$ cat config.mk
export PLATFORM = sky130hd
export DESIGN_NAME = dma_priority_arbiter
export DESIGN_NICKNAME = d
export VERILOG_FILES = /design/src/rtl/dma_priority_arbiter.sv
export SDC_FILE = /design/constraint.sdc
export NUM_CORES = 1
export LEC_CHECK = 0
export CAP_MARGIN = 25
export CORE_ASPECT_RATIO = 0.8
export CORE_MARGIN = 2
export CORE_UTILIZATION = 46
export DETAILED_ROUTE_END_ITERATION = 6
export HOLD_SLACK_MARGIN = 0.08
export PLACE_DENSITY_LB_ADDON = 0.12
export SYNTH_ARGS = -nofsm -noshare
export SYNTH_HDL_FRONTEND = slang
export SYNTH_SLANG_ARGS = --single-unit
$ cat constraint.sdc
create_clock -name CLOCK -period 1.9 [get_ports CLOCK]
set_input_delay 0.38 -clock CLOCK [delete_from_list [all_inputs] [get_ports CLOCK]]
set_output_delay 0.38 -clock CLOCK [all_outputs]
set_load 0.01 [all_outputs]
$ cat src/rtl/dma_priority_arbiter.sv
// Four-channel DMA request arbiter: samples channel requests, negotiates the bus
// with the CPU over HRQ/HLDA and grants one channel at a time (fixed or rotating priority).
module dma_priority_arbiter (
  input  logic       CLOCK,
  input  logic       RESET,
  input  logic [3:0] DREQ,
  input  logic       DREQSense,
  input  logic       DACKSense,
  input  logic [3:0] MaskBits,
  input  logic [3:0] SwReq,
  input  logic       RotatingPriority,
  input  logic       ControllerDisable,
  input  logic       HLDA,
  input  logic       EndService,
  output logic       HRQ,
  output logic [3:0] DACK,
  output logic [3:0] DMA_Req,
  output logic [1:0] ActCH,
  output logic       ldActChn
);

  typedef enum logic [1:0] {IDLE, REQ, GRANT, SERVICE} state_t;

  state_t     state, state_next;
  logic [3:0] dreq_q;
  logic [3:0] pending;
  logic [1:0] ptr, ptr_next;
  logic [1:0] act_next;
  logic       ld_next;
  logic [1:0] winner;
  logic [1:0] base;
  logic [1:0] cand;
  logic       found;
  logic [3:0] dack_act;

  // Normalise request polarity to active-high before masking; software requests bypass the mask.
  assign pending = ((dreq_q ^ {4{DREQSense}}) & ~MaskBits) | SwReq;

  // Scan the registered request vector starting from the priority base.
  always_comb begin
    // NOTE: every variable written here gets a default first, so no latch can be inferred.
    base   = RotatingPriority ? ptr : 2'd0;
    winner = base;
    found  = 1'b0;
    cand   = base;
    for (int k = 0; k < 4; k++) begin
      cand = base + 2'(k);
      if (!found && DMA_Req[cand]) begin
        winner = cand;
        found  = 1'b1;
      end
    end
  end

  always_comb begin
    state_next = state;
    act_next   = ActCH;
    ptr_next   = ptr;
    ld_next    = 1'b0;
    case (state)
      IDLE: begin
        if (!ControllerDisable && |DMA_Req) state_next = REQ;
      end
      REQ: begin
        if (DMA_Req == 4'b0000 || ControllerDisable) begin
          state_next = IDLE;
        end else if (HLDA) begin
          // Winner is chosen only now, so late higher-priority requests still win.
          state_next = GRANT;
          act_next   = winner;
          ld_next    = 1'b1;
        end
      end
      GRANT: state_next = SERVICE;
      SERVICE: begin
        if (EndService) begin
          state_next = IDLE;
          if (RotatingPriority) ptr_next = ActCH + 2'd1;
        end else if (!HLDA) begin
          state_next = IDLE;
        end
      end
      default: state_next = IDLE;
    endcase
  end

  always_ff @(posedge CLOCK) begin
    // NOTE: sequential state uses non-blocking assignments so all flops update from pre-edge values.
    if (RESET) begin
      state    <= IDLE;
      HRQ      <= 1'b0;
      ActCH    <= 2'd0;
      ldActChn <= 1'b0;
      DMA_Req  <= 4'b0000;
      dreq_q   <= {4{DREQSense}};
      ptr      <= 2'd0;
    end else begin
      state    <= state_next;
      HRQ      <= (state_next != IDLE);
      ActCH    <= act_next;
      ldActChn <= ld_next;
      DMA_Req  <= pending;
      dreq_q   <= DREQ;
      ptr      <= ptr_next;
    end
  end

  // Acknowledge is forced inactive while reset is held, following the live polarity input.
  assign dack_act = (state == SERVICE && !RESET) ? (4'b0001 << ActCH) : 4'b0000;
  assign DACK     = DACKSense ? dack_act : ~dack_act;

endmodule

==> results of run 1 <==
area by class of cell:
class / instances / area (um^2)
clock buffers: 3 / 22.5
fillers: 193 / 706
inverters: 8 / 30.0
multi-input cells: 100 / 629
flip-flops and latches: 16 / 323
well taps: 25 / 31.3
repair buffers: 45 / 398
cells in the final DEF, fill, tap and decap left out, drive strengths merged, types with 3 or more instances in the layout:
cell	Yosys	layout
a21oi	7	7
buf	5	16
clkbuf	4	4
clkdlybuf4s50	0	26
dfxtp	16	16
ha	4	4
inv	8	8
nand2	12	12
nand3	3	3
nand4	4	4
nor2	21	21
o21ai	7	7
xnor2	4	4
xor2	5	5
logic make-up after synthesis:
kind of cell / Yosys count / synth area share [%]
DFF: 16 / 31.1
buffers and inverters: 17 / 8.02
AOI/OAI and AO/OA: 28 / 18.2
adders and majority gates: 4 / 4.86
muxes: 2 / 1.94
and+or+nand+nor: 57 / 28.2
xor gates and xnor gates: 9 / 7.65
path summary, 6_finish.rpt:
check / slack, ns / end
max: 0.07 / DACK[1]
min reg2reg: 0.58 / state[1]$_SDFF_PP0_
max reg2reg: 0.11 / ActCH[0]$_SDFFE_PP0P_
min: 0.58 / state[1]$_SDFF_PP0_
registers in the layout, summed over array words and instances (netlist names):
signal / count
DMA_Req: 4
dreq_q: 4
ActCH: 2
ptr: 2
state: 2
HRQ: 1
ldActChn: 1
layer usage:
metal  global-route usage, %  wire, um  share of wire (%)  vias up
met2                    35.6      1110                 45       35
met4                    2.79         7               0.29        0
li1                        -         -                  -      547
met3                    7.02       178                7.3        2
met5                       0         0                  0        -
met1                    24.5      1150                 47      472
what timing repair did:
item | in CTS | in global routing
resized for setup | 14 | 2
setup buffers | 1 | 0
hold buffers | 0 | 0
pin swaps | 1 | 0
hold endpoints to repair | 0 | 0
setup endpoints to repair | 6 | 1
where the power goes:
group	switching (mW)	internal, mW	leakage [nW]
logic	0.0695	0.0993	0.457
registers	0.0230	0.354	0.133
clock network	0.0951	0.0735	0.0138
total	0.188	0.527	0.604
per-stage QoR:
step / hold WS [ns] / setup WS, ns / TNS (ns)
2_1_floorplan: 0.501 / 0.228 / 0
3_3_place_gp: 0.545 / -0.282 / -1.64
3_5_place_dp: 0.554 / -0.367 / -1.89
4_1_cts: 0.568 / 0.0565 / 0
5_1_grt: 0.615 / 0.000168 / 0
6_report: 0.579 / 0.0684 / 0
critical path, delay by kind of cell:
family	cells	cell delay [ns]
XOR/XNOR	1	0.13
buffers and inverters	2	0.71
AND/OR/NAND/NOR	2	0.22
==> impl_metrics.toml, run 1 <==
[grt]
grt_antenna_before_repair = 0
grt_pass1_wl_um = 4080
grt_pass1_vias = 987
overflow = 0
grt_start_max_net_pins = 21
grt.total_usage_pct = 20.1

[yosys]
ys_warn_count = 0
synth_top_area_cell = "dfxtp_1"
synth.area.top_cells = "dfxtp_1 (31%), nor2_1 (7.7%), ha_1 (4.9%)"
syn_nets = 157
synth_cell_types = 40
seq_area_frac_synth_pct = 31.1
synth_most_common_cell = "nor2_1"
synth_cells = 133
synthTopCellsByCount = "nor2_1 (21), dfxtp_1 (16), nand2_1 (12), inv_1 (8)"
synth_ff_type = "dfxtp_1"
synthDominantCellAreaShare_pct = 31.1
synthArstFlopShare_pct = 0
synth_seq_cells = 16
synth_edf_count = 0
synthesis.area_um2 = 1030
avgSynthCellArea_um2 = 7.74

[finish]
stdcell_area_um2 = 1430
syn2layout_area_growth_pct = 39.2
final_util_pct = 67.0
drive_above_1_share_pct = 13.4
num_antenna_cells = 0
nNetsFinal = 198
stdcell_count = 197

[power]
leakage_nw = 0.604
vdd_drop_max_mv = 0.509
power.density_nw_per_um2 = 498
p_total_mw = 0.714

[flow_run]
cap_violations = 0

[setup_path]
cpPeakStageDelay_ns = 0.43
critPathArrivalTime_ns = 1.45
startpoint = "RESET"
path_class = "input port to primary output"
reg2reg_from = "ptr[0]$_SDFFE_PP0P_"
required_ns = 1.52
crit_chain = "clkdlybuf4s50_1 > nor2_2 > nand2_1 > xor2_1 > dlygate4sd2_1"
start_kind = "input port"
path_max_fanout = 3
r2r_cells = 5
cp-end-kind = "primary output"
slowest_stage = "clkdlybuf4s50_1"

[cts]
cts_sinks = 16
cts_tree = "built"
root_buffer = "clkbuf_4"
clockBufferDepth = 2
cts.htree.levels = 1
clk_pin_slew_ns = 0.08
clk_latency_ns = 0.28
numCtsBuffers = 3

[outcome]
status = "complete, no violations"

[floorplan]
die_h_um = 46.3
rows = 15
start_util_pct = 48.1
die_w_um = 56.9
die_area_um2 = 2640
core_um2 = 2140
pin_count = 32

[route]
via_per_inst = 5.36
via_count = 1056
ant_nets = 0
drt_first_pass_iters = 4
wl_per_cell_um = 12.4
drt_wl_total_um = 2440
drc = 0
drtIter0Drc = 42

[sta]
relSlewSlack_pct = 75.0
clock.fmax_ghz = 0.546
setup_viol = 0
timing.final.crit_share_pct = 96.4
finalHoldViolCount = 0
min_period_ns = 1.83
rsz0062_at_grt = "no"
slew_violations = 0
clock_skew_ns = 0.00231
tightest_slew_ns = 0.374

[placed_design]
io_buffers = 31
hpwl_um = 1900
placedCellCount = 193
placed_area_um2 = 1420
place_congestion = 0.876

[worst_hold_path]
hold_depth = 2
hp-class = "register to register"
worstHoldStart = "state[1]$_SDFF_PP0_"
(Power assumes the default switching activity.)
==> inputs of run 2 (changes only) <==
--- a/config.mk
+++ b/config.mk
@@ -6,9 +6,10 @@
 export NUM_CORES = 1
 export LEC_CHECK = 0
 export CAP_MARGIN = 25
-export CORE_ASPECT_RATIO = 0.8
-export CORE_MARGIN = 2
-export CORE_UTILIZATION = 46
+export CELL_PAD_IN_SITES_DETAIL_PLACEMENT = 0
+export CELL_PAD_IN_SITES_GLOBAL_PLACEMENT = 1
+export CORE_MARGIN = 1
+export CORE_UTILIZATION = 32
 export DETAILED_ROUTE_END_ITERATION = 6
 export HOLD_SLACK_MARGIN = 0.08
 export PLACE_DENSITY_LB_ADDON = 0.12
==> run 2 against run 1 <==
Worst setup slack better by 0.038 ns. Maximum frequency is 2.1% higher. Count of clock-buffer cells in the layout is 1 higher. Total power is 6.7% higher. Global-route usage is 4.0 points lower. Sequential power hardly changed. Die area is 31% higher. Flip-flop and latch count stayed put. Clock skew is 0.0093 ns higher. Non-clock buffer count is 1 lower. Combinational power hardly changed. Design area is 3.0% higher.
==> impl_metrics.toml, run 2 (synthesized netlist as in run 1, its figures left out) <==
[setup_path]
path_class = "register to primary output"
critPathBufInv = 1
critPathArrivalTime_ns = 1.41
crit_chain = "clkdlybuf4s50_1"
slowest_stage = "clkdlybuf4s50_1"
path_delay_family = "buffers and inverters"
cpPeakStageDelay_ns = 0.61
cp-end-kind = "primary output"
path_max_fanout = 12
required_ns = 1.52
start_kind = "register"

[power]
leakage_nw = 0.606
power.density_nw_per_um2 = 516
vdd_drop_max_mv = 0.420

[sta]
tightest_slew_ns = 0.350
slew_violations = 0
setup_viol = 0
rsz0062_at_grt = "no"
min_period_ns = 1.79
clock_skew_ns = 0.0116
finalHoldViolCount = 0
relSlewSlack_pct = 76.6
clock.fmax_ghz = 0.557
tns_ns = 0
timing.final.crit_share_pct = 94.4

[floorplan]
core_um2 = 3050
die_w_um = 58.7
pin_count = 32
rows = 20
die_h_um = 58.7
die_area_um2 = 3450
start_util_pct = 33.7

[route]
drc = 0
ant_nets = 0
via_per_inst = 4.72
wl_per_cell_um = 11.1
drt_first_pass_iters = 4
via_count = 1019
drtIter0Drc = 51
drt_wl_total_um = 2410

[placed_design]
place_congestion = 0.795
io_buffers = 31
hpwl_um = 1900
placedCellCount = 212

[grt]
grt_start_max_net_pins = 21
grt.total_usage_pct = 16.1
overflow = 0
grt_pass1_vias = 965
grt_antenna_before_repair = 0
grt_pass1_wl_um = 4260

[cts]
ctsHoldBuffers = 0
numCtsBuffers = 3
root_buffer = "clkbuf_4"
clk_latency_ns = 0.28
cts_tree = "built"
clk_pin_slew_ns = 0.10
clockBufferDepth = 2
cts.htree.levels = 1
cts_sinks = 16

[finish]
final_cell_mix = "clkdlybuf4s50_1 (26), nor2_1 (20), dfxtp_1 (13), buf_4 (13), nand2_1 (12)"
regArea_um2 = 324
syn2layout_area_growth_pct = 43.4
final_common_cell = "clkdlybuf4s50_1"
nNetsFinal = 197
reg.largest.list = "DMA_Req x4, dreq_q x4"
n_fill_cell = 318
stdcell_count = 216
num_antenna_cells = 0
multi_input_area_um2 = 629
drive_above_1_share_pct = 12.8

[worst_hold_path]
hp-class = "register to register"

[outcome]
status = "complete, no violations"

[flow_run]
cap_violations = 0
-- run 2: changes by cell type in the layout (fill, tap and decap cells not counted), sizes merged --
cell           delta
dlygate4sd2       -1
buf               -3
clkbuf            +1
clkdlybuf4s15     +3
-- run 2: per-stage QoR --
stage	hold WS (ns)	total power, mW	setup WS, ns	cell area, um^2	utilization (%)
detailed placement	0.537	0.555	-0.373	1440	47.2
finish	0.537	0.762	0.106	1480	48.4
CTS	0.547	0.771	0.0443	1470	48.3
global route	0.568	0.809	0.00548	1480	48.4
floorplan	0.501	0.460	0.228	1030	-
global placement	0.528	0.553	-0.350	1440	47.2
-- run 2: cell type report --
type	count	share of cell area [%]
inverter	8	2.03
multi-input combinational	100	42.6
sequential	16	21.9
timing repair buffer	44	27.2
tap	44	3.73
clock buffer	4	2.46
-- run 2: final timing paths --
path                      endpoint                  start  slack [ns]  depth (start not counted)
max reg2reg  ActCH[0]$_SDFFE_PP0P_    ptr[0]$_SDFFE_PP0P_        0.15                          5
min reg2reg    state[1]$_SDFF_PP0_    state[1]$_SDFF_PP0_        0.54                          2
max                     DMA_Req[2]  DMA_Req[2]$_SDFF_PP0_        0.11                          1
min            state[1]$_SDFF_PP0_    state[1]$_SDFF_PP0_        0.54                          2
-- run 2: routing by layer --
layer  routed length [um]  global-route usage [%]  vias to the layer above
met3                  125                    2.86                        2
met4                   11                    6.12                        0
met1                 1120                    21.1                      443
met5                    0                       0                        -
met2                 1150                    26.5                       34
li1                     -                       -                      540
-- run 2: power by group --
group	total, mW	internal [mW]	switching [mW]
combinational	0.168	0.0992	0.0692
clock	0.219	0.117	0.103
sequential	0.375	0.354	0.0208
total	0.762	0.570	0.193
-- run 2: timing repair --
item	4_1_cts	5_1_grt
pin swaps	1	0
setup buffers	0	0
endpoints found under the setup margin	6	5
gates resized for setup	7	7
==> inputs of run 3 (changes only) <==
--- a/config.mk
+++ b/config.mk
@@ -12,6 +12,7 @@
 export CORE_UTILIZATION = 32
 export DETAILED_ROUTE_END_ITERATION = 6
 export HOLD_SLACK_MARGIN = 0.08
+export MAX_ROUTING_LAYER = met4
 export PLACE_DENSITY_LB_ADDON = 0.12
 export SYNTH_ARGS = -nofsm -noshare
 export SYNTH_HDL_FRONTEND = slang
==> run 3 against run 2 <==
Combinational power hardly changed. Clock power hardly changed. Die area unchanged. Critical path depth grew 4. Worst hold slack better by 0.0028 ns. Via count up 2.1%. Non-clock buffer count increased by 2. Largest cell class unchanged. Largest power group unchanged. Highest routed layer is now met3.
==> impl_metrics.toml, run 3 (synthesized netlist as in run 1, its figures left out) <==
[finish]
multi_input_area_um2 = 629
final_cell_mix = "clkdlybuf4s50_1 (25), nor2_1 (20), buf_4 (15), dfxtp_1 (12), nand2_1 (12)"
stdcell_count = 218
syn2layout_area_growth_pct = 44.6
nNetsFinal = 199
final_common_cell = "clkdlybuf4s50_1"
reg.largest.list = "DMA_Req x4, dreq_q x4"
n_fill_cell = 322
num_antenna_cells = 0
drive_above_1_share_pct = 14.9
regArea_um2 = 325

[sta]
slew_violations = 0
whs_ns = 0.540
timing.final.crit_share_pct = 94.4
rsz0062_at_grt = "no"
tightest_slew_ns = 0.416
min_period_ns = 1.79
clock.fmax_ghz = 0.557
fin_ws_ns = 0.106
relSlewSlack_pct = 72.2
finalHoldViolCount = 0
clock_skew_ns = 0.0116
setup_viol = 0

[cts]
clockBufferDepth = 2
cts_tree = "built"
cts_sinks = 16
numCtsBuffers = 3
root_buffer = "clkbuf_4"
clk_latency_ns = 0.28
clk_pin_slew_ns = 0.10
ctsHoldBuffers = 0
cts.htree.levels = 1

[flow_run]
cap_violations = 0

[setup_path]
required_ns = 1.52
crit_chain = "buf_4 > ha_1 > nand2_1 > xor2_1 > dlygate4sd2_1"
cp-end-kind = "primary output"
slowest_stage = "dfxtp_1"
r2r_cells = 5
reg2reg_to = "ActCH[0]$_SDFFE_PP0P_"
rrSetupSlack_ns = 0.13
start_kind = "register"
path_max_fanout = 4
cpPeakStageDelay_ns = 0.32
path_class = "register to primary output"
critPathArrivalTime_ns = 1.41
reg2reg_from = "ptr[1]$_SDFFE_PP0P_"

[worst_hold_path]
worstHoldStart = "state[1]$_SDFF_PP0_"
holdPathEnd = "state[1]$_SDFF_PP0_"
hp-class = "register to register"
hold_depth = 2

[floorplan]
rows = 20
die_w_um = 58.7
die_h_um = 58.7
pin_count = 32
start_util_pct = 33.7
die_area_um2 = 3450
core_um2 = 3050

[route]
drc = 0
via_per_inst = 4.77
drt_wl_total_um = 2510
drtIter0Drc = 46
wl_per_cell_um = 11.5
via_count = 1040
drt_first_pass_iters = 4
ant_nets = 0

[placed_design]
hpwl_um = 1950
place_congestion = 0.786
dp_slack_ns = -0.392
io_buffers = 31
placedCellCount = 212

[power]
vdd_drop_max_mv = 0.339
power.density_nw_per_um2 = 513
leakage_nw = 0.626

[grt]
grt_antenna_before_repair = 0
grt.total_usage_pct = 17.1
grt_pass1_wl_um = 4420
grt_start_max_net_pins = 21
overflow = 0
grt_pass1_vias = 1006

[outcome]
status = "complete, no violations"
## run 3: layout make-up
type                            count  area share [%]
Tap cell                           44            3.70
Multi-Input combinational cell    100            42.3
Timing Repair Buffer               46            27.7
Inverter                            8            2.02
Clock buffer                        4            2.44
Sequential cell                    16            21.8
## run 3: what timing repair did
| item | in CTS | in global routing |
|---|---|---|
| setup buffers | 2 | 0 |
| setup endpoints to repair | 6 | 5 |
| gates resized for setup | 12 | 5 |
| pin swaps | 1 | 0 |
| endpoints found under the hold margin | 0 | 0 |
## run 3: worst max-delay path by stage
stage	from	to	slack, ns	cells after the start
floorplan	DMA_Req[1]$_SDFF_PP0_	ActCH[1]$_SDFFE_PP0P_	0.23	6
global placement	RotatingPriority	ActCH[0]$_SDFFE_PP0P_	-0.34	6
detailed placement	RotatingPriority	ActCH[0]$_SDFFE_PP0P_	-0.39	6
CTS	RESET	DACK[0]	0.02	7
global route	ActCH[0]$_SDFFE_PP0P_	DACK[3]	0.01	5
finish	ActCH[0]$_SDFFE_PP0P_	DACK[3]	0.11	5
## run 3: through the flow
step	TNS (ns)	utilization (%)	total power [mW]	instance area, um^2
floorplan	0	-	0.460	1030
global placement	-1.66	47.2	0.553	1440
detailed placement	-1.83	47.2	0.555	1440
CTS	0	48.7	0.773	1490
global route	0	48.8	0.811	1490
finish	0	48.8	0.763	1490
## run 3: per-layer routing
layer | wire length (um) | share of wire [%] | global-route usage (%)
met4 | 0 | 0 | 6.12
met3 | 94 | 3.7 | 2.86
met2 | 1270 | 51 | 27.8
met5 | 0 | 0 | -
met1 | 1150 | 46 | 21.4
## run 3: critical path: cells and delay by family (launching register included)
kind          cells  cell delay [ns]
buf+inv           2             0.42
flops             1             0.32
fa+ha+maj         1             0.19
xor+xnor          1             0.13
simple gates      1             0.07
## run 3: where the power goes
part	switching, mW	internal (mW)	leakage [nW]
Combinational	0.0693	0.0983	0.471
Clock	0.103	0.117	0.0210
Sequential	0.0218	0.354	0.134
Total	0.194	0.569	0.626
==> variant 1 (flow settings as in run 3) <==
Re-encode `state_t` (4 states) as one-hot, 4 bits wide.
--- a/src/rtl/dma_priority_arbiter.sv
+++ b/src/rtl/dma_priority_arbiter.sv
@@ -19,7 +19,7 @@
   output logic       ldActChn
 );
 
-  typedef enum logic [1:0] {IDLE, REQ, GRANT, SERVICE} state_t;
+  typedef enum logic [3:0] {IDLE = 4'b0001, REQ = 4'b0010, GRANT = 4'b0100, SERVICE = 4'b1000} state_t;
 
   state_t     state, state_next;
   logic [3:0] dreq_q;
Formal check against the unedited RTL: no difference found for any inputs over 10 cycles, from zero or initial values and one cycle with RESET high; not proved beyond that.
==> variant 1 against run 3 <==
  * Register-to-register slack improved by 0.10 ns
  * Sequential share of layout area increased by 1.1 points
  * Clock skew decreased by 0.010 ns
  * Global-route usage decreased by 1.9 points
  * Wire length increased by 11%
  * Setup slack got worse by 0.015 ns
  * Worst hold slack got worse by 0.024 ns
  * Area after synthesis increased by 13%
  * Die area increased by 13%
  * Total power increased by 7.8%
  * Count of clock-buffer cells in the layout decreased by 1
  * Design area increased by 7.1%
  * Sequential cell count increased by 2
  * Critical path type unchanged
  * Largest power group unchanged
  * Highest routed layer is now met4
==> variant 1: results (changes against run 3) <==
* Status: finished, final reports clean
* WL final at 2790 um (+11%)
* DR iter-0 viols at 30 (-35%)
* GP Congestion at 0.801 (+1.8%)
* Cell leakage power at 0.631 nW (+0.76%)
* Detailed placement HPWL at 2110 um (+8.4%)
* Share of layout cells above drive strength 1 at 0.202 (+0.0528)
* Worst Skew at 0.00158 ns (-0.00999 ns)
* CTS max path bufs at 2 (unchanged)
* Cells after Synth at 147 (+11%)
* Synth Net Count at 171 (+8.9%)
* Netlist cell types at 51 (+28%)
* Worst slack, placed at -0.359 ns (+0.0324 ns)
* Final nets at 209 (+5.0%)
* Post-Place Cells at 226 (+6.6%)
* CP max stage delay at 0.61 ns (+0.29 ns)
* Clock Root Buffer: clkbuf_4
* Largest net degree at the start of global routing at 19 (-9.5%)
* Synth cell count leaders: nor2_1 (28), dfxtp_1 (18), inv_1 (8), nand2_1 (8), o21ai_0 (7)
* Mapped Area at 0.00117 mm2 (+13%)
* Vias in the first global route at 1,022 (+1.6%)
* VDD IR-drop max at 228 uV (-33%)
* Regs by FF count: DMA_Req x4, dreq_q x4, state x4
* GRT Total Usage at 0.152 (-0.0191)
* Max stage delay cell, worst path: clkdlybuf4s50_1
* Largest cells by area after synthesis: dfxtp_1 (31%), nor2_1 (9.0%), ha_1 (4.3%)
* Net switching power at 0.000232 W (+20%)
* Via count at 1,144 (+10%)
* DRC at 0 (unchanged)
* Worst Path Arrival at 1.43 ns (+0.02 ns)
* Via density at 5.00 (+4.7%)
* Worst-Margin Slew at 0.456 ns (+0.0398 ns)
* Initial antenna violation count at 0 (unchanged)
variant 1: final cells by class:
| class | instances | area, um2 |
|---|---|---|
| Clock buffer | 3 | 22.5 |
| Fill cell | 379 | 1820 |
| Inverter | 10 | 37.5 |
| Multi-Input combinational cell | 109 | 728 |
| Sequential cell | 18 | 365 |
| Tap cell | 46 | 57.6 |
| Timing Repair Buffer | 43 | 383 |
variant 1: what timing repair did:
item	CTS	global route
setup endpoints to repair	4	6
setup buffers	0	0
gates resized for setup	18	6
pin swaps	0	1
variant 1: cells by family after synthesis:
logic type | Yosys count | synth area share
buffers and inverters | 20 | 0.0739
and+or+nand+nor | 61 | 0.283
adders and majority gates | 4 | 0.0428
AOI/OAI and AO/OA | 34 | 0.214
muxes | 2 | 0.0182
DFF | 18 | 0.308
xor gates and xnor gates | 8 | 0.0600
variant 1: power by group through the flow:
stage	logic (W)	clock network, W	registers (W)
4_1_cts	0.000206	0.000204	0.000429
2_1_floorplan	0.000118	0	0.000427
5_1_grt	0.000223	0.000221	0.000434
6_report	0.000203	0.000189	0.000430
3_3_place_gp	0.000207	0	0.000436
3_5_place_dp	0.000208	0	0.000435
variant 1: final timing paths:
kind | from | endpoint | slack, ns | cells after the start
setup / recovery | DMA_Req[2] | DMA_Req[2] | 0.09 | 1
hold / removal | state[0] | state[3] | 0.52 | 1
setup reg to reg | state[2] | ActCH[1] | 0.23 | 7
hold reg to reg | state[0] | state[3] | 0.52 | 1
variant 1: metrics by stage:
step / instance area (um2) / TNS [ns] / total power, W
final: 1590 / 0 / 0.000823
after global routing: 1590 / -0.0157 / 0.000878
after CTS: 1580 / 0 / 0.000839
after detailed placement: 1580 / -1.43 / 0.000644
after global placement: 1580 / -1.32 / 0.000642
after floorplan: 1170 / 0 / 0.000545
variant 1: routing by layer:
layer  vias to the layer above  GRT usage  wire (um)
li1                        589          -          -
met1                       532      0.197       1370
met2                        21      0.240       1320
met3                         2     0.0292         77
met4                         0     0.0436         20
met5                         -          -          0
==> variant 2 (config.mk and constraints of run 3) <==
Without the edit above. Add an input register stage for `SwReq`; this delays it by one clock. The other inputs are not delayed to match.
--- a/src/rtl/dma_priority_arbiter.sv
+++ b/src/rtl/dma_priority_arbiter.sv
@@ -21,6 +21,12 @@
 
   typedef enum logic [1:0] {IDLE, REQ, GRANT, SERVICE} state_t;
 
+  logic [3:0] SwReq_q;
+
+  always_ff @(posedge CLOCK) begin
+    SwReq_q <= SwReq;
+  end
+
   state_t     state, state_next;
   logic [3:0] dreq_q;
   logic [3:0] pending;
@@ -34,7 +40,7 @@
   logic [3:0] dack_act;
 
   // Normalise request polarity to active-high before masking; software requests bypass the mask.
-  assign pending = ((dreq_q ^ {4{DREQSense}}) & ~MaskBits) | SwReq;
+  assign pending = ((dreq_q ^ {4{DREQSense}}) & ~MaskBits) | SwReq_q;
 
   // Scan the registered request vector starting from the priority base.
   always_comb begin
Check against the original RTL: not equivalent (a bounded check fails within 4 cycles, from zero or initial values and one cycle with RESET high).
==> variant 2 against run 3 <==
  * The run now ends with DRC left
  * Setup slack worse by 0.0097 ns
  * First-iteration DRC count down 63%
  * Non-clock buffer count down 7
  * Die area down 4.0%
  * Total power up 26%
  * Sequential cell count up 4
  * Area after synthesis down 4.1%
  * Wire length down 16%
  * Fmax down 0.54%
  * Design area down 4.6%
  * Clock power up 54%
  * Cell count down 15%
  * Largest cell class unchanged
  * Largest power group unchanged
==> variant 2: results (changes against run 3) <==
* R2r setup slk at 0.32 ns (+0.19 ns)
* DRC at 2 (+2)
* Post-synthesis compound-gate area fraction at 0.142 (-0.0403)
* Share of layout cells above drive strength 1 at 0.123 (-0.0268)
* Netlist cell types at 33 (-18%)
* Largest cells by area after synthesis: dfxtp_1 (41%), nor2_1 (7.6%), ha_1 (5.1%)
* Vias in the first global route at 842 (-16%)
* Sw Share at 0.219 (-0.0352)
* Status: finished with violations
* Final worst-path cycle share at 0.950 (+0.00510)
* M1 WL at 1000 um (-12%)
* Routed met2 length at 1010 um (-21%)
* Mux cell area share after synthesis at 0.0203 (+0.000838)
* Register area share after synthesis at 0.406 (+0.0945)
* Synth cell count leaders: dfxtp_1 (20), nor2_1 (20), nand2_1 (10)
* Detailed placement HPWL at 1680 um (-14%)
* RR Startpoint: DMA_Req[1]
* Hold_sp: SwReq_q[2]
* M2 GR Usage at 0.241 (-0.0367)
* GRT Total Usage at 0.144 (-0.0268)
* Synthesized area per cell at 8.51 um2 (+9.9%)
* TritonRoute pass-1 iters at 6 (+2)
* Layout Cells excl Fill at 186 (-15%)
* VDD IR-drop max at 430 uV (+27%)
* Xor and xnor area share after synthesis at 0.0710 (-0.00557)
* Routed met3 length at 74 um (-21%)
* Hold WS at 0.455 ns (-0.0846 ns)
* Worst Hold End: DMA_Req[2]
* Worst slew margin at 0.703 (-0.0193)
* Failing checks: DRC
* Post-synthesis adder-cell area fraction at 0.0507 (+0.00209)
* M1 GR Usage at 0.181 (-0.0328)
* Max layer used: met4
==> variant 2: timing repair <==
item / in CTS / in global routing
setup buffers: 1 / 0
gates resized for setup: 12 / 1
cloned: 0 / 0
pin swaps: 1 / 1
endpoints found under the setup margin: 4 / 1
==> variant 2: layout make-up <==
type / instances / share of cell area
well taps: 31 / 0.0273
clock inverters: 1 / 0.0211
repair buffers: 39 / 0.254
multi-input cells: 83 / 0.375
clock buffers: 3 / 0.0159
inverters: 9 / 0.0238
flip-flops and latches: 20 / 0.283
==> variant 2: critical path: stages (launching register included) <==
cell	delay, ns
dfxtp_1	0.34
buf_4	0.14
ha_1	0.18
nand2_1	0.07
xor2_1	0.13
dlygate4sd2_1	0.28
==> variant 2: metrics by stage <==
stage               cell area, um2  total power (W)  utilization
floorplan                      987         0.000542            -
global placement              1370         0.000635        0.483
detailed placement            1370         0.000637        0.483
CTS                           1420         0.000971        0.501
global route                  1420          0.00101        0.502
finish                        1420         0.000959        0.502
==> variant 2: kinds of logic (layout without fill, tap and decap cells) <==
kind of cell / after synthesis / in the layout
DFF: 20 / 20
buffers and inverters: 13 / 52
muxes: 2 / 2
and+or+nand+nor: 47 / 47
AOI/OAI and AO/OA: 22 / 22
adders and majority gates: 4 / 4
xor gates and xnor gates: 8 / 8
==> variant 2: power by group through the flow <==
stage                     logic [W]  clock network [W]  registers (W)
after floorplan           0.0000663                  0       0.000475
after global placement     0.000161                  0       0.000474
after detailed placement   0.000163                  0       0.000474
after CTS                  0.000160           0.000347       0.000464
after global routing       0.000175           0.000366       0.000469
final                      0.000158           0.000338       0.000464
